<file path="config.mk">
export PLATFORM = sky130hd
export DESIGN_NAME = fizzbuzz_seq
export DESIGN_NICKNAME = d
export VERILOG_FILES = /design/src/rtl/fizzbuzz_seq.sv
export SDC_FILE = /design/constraint.sdc
export NUM_CORES = 1
export LEC_CHECK = 0
export BUFFER_PORTS_ARGS = -buffer_cell sky130_fd_sc_hd__buf_2
export CORE_UTILIZATION = 35
export CTS_CLUSTER_DIAMETER = 40
export DETAILED_ROUTE_END_ITERATION = 7
export PLACE_DENSITY = 0.59
export SKIP_CTS_REPAIR_TIMING = 1
export SLEW_MARGIN = 20
export SYNTH_ARGS = -nofsm -noshare
export SYNTH_HDL_FRONTEND = slang
export SYNTH_SLANG_ARGS = --single-unit
</file>
<file path="constraint.sdc">
create_clock -name clk -period 2.74 [get_ports clk]
set_clock_uncertainty 0.15 [all_clocks]
set_input_delay 0.548 -clock clk [delete_from_list [all_inputs] [get_ports clk]]
set_output_delay 0.548 -clock clk [all_outputs]
set_load 0.02 [all_outputs]
</file>
<file path="src/rtl/fizzbuzz_seq.sv">
// fizzbuzz_seq: frame-paced FizzBuzz counter that renders eight 4-bit char codes
// for a VGA text renderer. The count advances every FRAMES_PER_STEP newframes.
// Optional build macro FIZZBUZZ_SEQ_PAUSE_EN enables the pause/step HOLD mode;
// without it, pause and step are ignored and HOLD is never entered.
module fizzbuzz_seq #(
    parameter int unsigned FRAMES_PER_STEP = 30,
    parameter int unsigned MAX_COUNT       = 100
) (
    input  logic        clk,
    input  logic        rst,
    input  logic        newframe,
    input  logic        pause,
    input  logic        step,
    output logic [31:0] line,
    output logic [11:0] count_bcd,
    output logic        tick,
    output logic        paused
);

    localparam int unsigned FCNT_W = 8;
    localparam logic [FCNT_W-1:0] FCNT_LAST = FCNT_W'(FRAMES_PER_STEP - 1);
    localparam logic [11:0] MAX_BCD = {4'(MAX_COUNT / 100),
                                       4'((MAX_COUNT / 10) % 10),
                                       4'(MAX_COUNT % 10)};

    localparam logic [3:0] C_B     = 4'd10;
    localparam logic [3:0] C_F     = 4'd11;
    localparam logic [3:0] C_I     = 4'd12;
    localparam logic [3:0] C_U     = 4'd13;
    localparam logic [3:0] C_Z     = 4'd14;
    localparam logic [3:0] C_BLANK = 4'd15;
    localparam logic [31:0] LINE_RESET = 32'hFFFF_F1FF;

    typedef enum logic [1:0] {
        S_INIT,
        S_RUN,
        S_HOLD
    } state_t;

    state_t            state;
    logic [FCNT_W-1:0] fcnt;
    logic [1:0]        mod3;
    logic [2:0]        mod5;
    logic              pending;

    logic              hold_req;
    logic              step_req;
    logic [31:0]       render_c;
    logic [11:0]       count_inc_c;
    logic [1:0]        mod3_inc_c;
    logic [2:0]        mod5_inc_c;
    logic              adv_c;

`ifdef FIZZBUZZ_SEQ_PAUSE_EN
    assign hold_req = pause;
    assign step_req = step;
`else
    logic unused_inputs;
    assign unused_inputs = pause ^ step;
    assign hold_req      = 1'b0;
    assign step_req      = 1'b0;
`endif

    // Render the current count into eight char codes (char0 in the low nibble)
    always_comb begin
        logic [3:0] hund_c;
        logic [3:0] tens_c;
        hund_c = (count_bcd[11:8] == 4'd0) ? C_BLANK : count_bcd[11:8];
        tens_c = (count_bcd[11:4] == 8'd0) ? C_BLANK : count_bcd[7:4];
        if (mod3 == 2'd0 && mod5 == 3'd0) begin
            render_c = {C_Z, C_Z, C_U, C_B, C_Z, C_Z, C_I, C_F};
        end else if (mod3 == 2'd0) begin
            render_c = {{4{C_BLANK}}, C_Z, C_Z, C_I, C_F};
        end else if (mod5 == 3'd0) begin
            render_c = {{4{C_BLANK}}, C_Z, C_Z, C_U, C_B};
        end else begin
            render_c = {{5{C_BLANK}}, count_bcd[3:0], tens_c, hund_c};
        end
    end

    // Next count in BCD and its residues, wrapping from MAX_COUNT back to 1
    always_comb begin
        count_inc_c = count_bcd;
        mod3_inc_c  = (mod3 == 2'd2) ? 2'd0 : mod3 + 2'd1;
        mod5_inc_c  = (mod5 == 3'd4) ? 3'd0 : mod5 + 3'd1;
        if (count_bcd == MAX_BCD) begin
            count_inc_c = 12'h001;
            mod3_inc_c  = 2'd1;
            mod5_inc_c  = 3'd1;
        end else if (count_bcd[3:0] != 4'd9) begin
            count_inc_c[3:0] = count_bcd[3:0] + 4'd1;
        end else begin
            count_inc_c[3:0] = 4'd0;
            if (count_bcd[7:4] != 4'd9) begin
                count_inc_c[7:4] = count_bcd[7:4] + 4'd1;
            end else begin
                count_inc_c[7:4]  = 4'd0;
                count_inc_c[11:8] = count_bcd[11:8] + 4'd1;
            end
        end
    end

    // Advance fires on newframe: frame budget exhausted in RUN, or a pending step in HOLD
    always_comb begin
        adv_c = newframe && (((state == S_RUN) && (fcnt == FCNT_LAST)) ||
                             ((state == S_HOLD) && pending));
    end

    // Control FSM, frame counter, count/residue registers and registered outputs
    always_ff @(posedge clk) begin
        if (rst) begin
            state     <= S_INIT;
            fcnt      <= '0;
            count_bcd <= 12'h001;
            mod3      <= 2'd1;
            mod5      <= 3'd1;
            pending   <= 1'b0;
            line      <= LINE_RESET;
            tick      <= 1'b0;
            paused    <= 1'b0;
        end else begin
            tick <= adv_c;
            if (newframe) begin
                line <= render_c;
            end
            if (adv_c) begin
                count_bcd <= count_inc_c;
                mod3      <= mod3_inc_c;
                mod5      <= mod5_inc_c;
            end
            case (state)
                S_INIT: begin
                    state   <= S_RUN;
                    paused  <= 1'b0;
                    pending <= 1'b0;
                end
                S_RUN: begin
                    pending <= 1'b0;
                    if (newframe) begin
                        fcnt <= (fcnt == FCNT_LAST) ? '0 : fcnt + FCNT_W'(1);
                    end
                    if (hold_req) begin
                        state  <= S_HOLD;
                        paused <= 1'b1;
                    end
                end
                S_HOLD: begin
                    if (newframe && pending) begin
                        pending <= step_req;
                    end else if (step_req) begin
                        pending <= 1'b1;
                    end
                    if (!hold_req) begin
                        state  <= S_RUN;
                        paused <= 1'b0;
                    end
                end
                default: begin
                    state  <= S_INIT;
                    paused <= 1'b0;
                end
            endcase
        end
    end

endmodule

</file>
==> run metrics <==
CTS Buffer Depth=2; ys flop type=dfxtp_1; DR vias/cell=5.14; syn_area_per_cell=8.78 um2; Post-DP HPWL=3300 um; ys async rst share=0%; Worst EP arrival=2.49 ns; vias=1769; Post-synth EDFFs=0; crit end category=flop; largest net degree at the start of global routing=30; Layout fillers=597; sequential area share after synthesis=38.8%; cts bufs inserted=5; Crit path largest cell delay=0.57 ns; Initial Utilization=37.3%; root buffer cell=clkbuf_8; Cells after Synth=241; drt total wl=4600 um; Distinct cells, synth=50; DP Worst Slack=0.381 ns; r2r startpoint=fcnt[0]; ANT cells=0; full die area=6360 um2; pwr dens=461 nW/um2; period utilization=88.4%; Worst EP required=2.81 ns; critical path launch point=fcnt[0]; vias in the first global route=1535; gpl congestion=0.784; Fin Setup TNS=0 ns; DRC errors left=0; cell area after synthesis=2120 um2; post-route cell area=2370 um2; Crit Path Max Fanout=11; Syn. warnings=0; share of layout cells above drive strength 1=20.6%; initial antenna violation count=0; DR iter-0 viols=117; Core Util, Final=41.8%; Tightest Pin Transition=0.784 ns; flops & latches, synth=41; fin cells=344; LEAKAGE=0.922 nW; Final ANT Viol Nets=0; Die Ht=79.8 um; DP Cell Count=336; final-report setup violation count=0; Worst VDD drop=247 uV; first-pass GRT wire length=7680 um; Critical Path Start Type=flop; Clock Sinks=41; run status=finished, final reports clean; Area Overhead vs Synth=12.1%; Fin. Hold Viols=0; worst rel slew slack=47.6%; DR WL/cell=13.4 um; Total Nets Final=289; clock slew at reported path FFs=0.08 ns; CTS tree=yes; fin crit period=2.42 ns; Global Route Usage Sum=15.4%; die width=79.8 um; Slowest-stage cell, CP=or3b_1; RSZ-0062 raised after global routing=false; Placement Cell Area=2290 um2; H-tree depth reported by CTS=2; num rows=27; Ports=51; Core ar.=5680 um2; CP cell instances=ha_1, nor4b_4, or3b_1, or4b_1, a211oi_2; setup slack after layout=0.318 ns; Setup CP Type=reg2reg; FMAX=413 MHz; DR pass1 iterations=5; GRT Residual Overflow=0; worst hold start=line[5]; Hold Crit Class=reg2reg; Port Buf Inserts=33; Slew Viols, Final=0; Worst-Skew Late Latency=0.29 ns; maxcap violations=0
-- sequential cells by signal (all words and copies together) (netlist names) --
| signal | flops |
|---|---|
| mod5 | 3 |
| count_bcd | 12 |
| tick | 1 |
| fcnt | 8 |
| mod3 | 2 |
| state | 1 |
| line | 14 |
-- cell usage in the layout (no fill, tap or decap), drive strengths merged, types with 3 or more instances in the layout --
| cell type | count |
|---|---|
| nand3b | 3 |
| clkinv | 3 |
| o221a | 4 |
| nand3 | 13 |
| inv | 14 |
| o21ai | 12 |
| dfxtp | 41 |
| conb | 15 |
| buf | 41 |
| nor2 | 8 |
| nor3 | 7 |
| nor3b | 5 |
| o32ai | 6 |
| nand2 | 19 |
| xor2 | 3 |
| nand4 | 3 |
| clkbuf | 6 |
| a21oi | 18 |
| ha | 13 |
| a31oi | 3 |
| or3 | 3 |
-- report_power, final --
group	internal [mW]	total, mW	switching, mW
clock	0.177	0.381	0.205
combinational	0.0267	0.0945	0.0678
sequential	0.607	0.618	0.0107
total	0.810	1.09	0.283
-- worst max-delay path: cells and delay by family (launching register included) --
family	cells	cell delay (ns)
compound gates	1	0.22
simple gates	3	1.36
fa+ha+maj	1	0.19
flops	1	0.43
-- area by class of cell --
class | instances | area, um2 | share of cell area, %
well taps | 72 | 90.1 | 3.80
repair buffers | 41 | 225 | 9.49
clock buffers | 6 | 72.6 | 3.06
flip-flops and latches | 41 | 821 | 34.6
multi-input cells | 167 | 1100 | 46.3
inverters | 15 | 56.3 | 2.37
clock inverters | 2 | 10.0 | 0.422
-- per-layer routing --
| metal | global-route usage [%] | part of all wire (%) | vias to the layer above |
|---|---|---|---|
| li1 | - | - | 890 |
| met1 | 23.3 | 54 | 828 |
| met2 | 20.9 | 41 | 47 |
| met3 | 3.43 | 3.8 | 4 |
| met4 | 5.36 | 1.1 | 0 |
| met5 | 0 | 0 | - |
-- stage by stage --
stage	total power, mW	hold WS (ns)
floorplan	0.720	0.299
global placement	0.726	0.299
detailed placement	0.726	0.309
CTS	1.11	0.327
global route	1.14	0.347
finish	1.09	0.323
-- worst paths after layout --
path	end	slack [ns]	cells after the start
worst max-delay path	count_bcd[6]	0.32	5
worst min-delay path	line[5]	0.32	2
worst max register to register	count_bcd[6]	0.32	5
worst min register to register	line[5]	0.32	2
-- kinds of logic after synthesis --
family,share of synthesized area [%]
adders and majority gates,7.68
DFF,38.8
and+or+nand+nor,20.4
buffers and inverters,11.6
xor gates and xnor gates,2.07
AOI/OAI and AO/OA,19.0
other,0.355
-- synthesized netlist by cell type, types with 2 or more instances --
master	count	area share, %
buf_2	2	0.47
xnor2_1	2	0.83
o32ai_1	6	2.5
dfxtp_1	41	39
conb_1	2	0.35
and3_1	2	0.59
a21oi_1	18	4.3
clkbuf_1	8	1.4
or3_1	3	0.89
nor3b_2	2	1.2
nor2_1	8	1.4
nand3b_1	3	1.1
o22ai_1	2	0.59
o211ai_1	2	0.71
xor2_1	3	1.2
buf_4	19	6.7
nand4_1	3	0.89
a31oi_1	3	0.89
buf_1	2	0.35
nor3b_1	3	1.1
o221a_2	4	2.1
nand3_1	13	3.1
ha_1	13	7.7
nand2_1	19	3.4
and3b_1	2	0.83
inv_1	14	2.5
nor3_1	7	1.7
o21ai_0	12	2.8
o31ai_1	2	0.71
No activity file was read; power rests on OpenSTA's default activity.
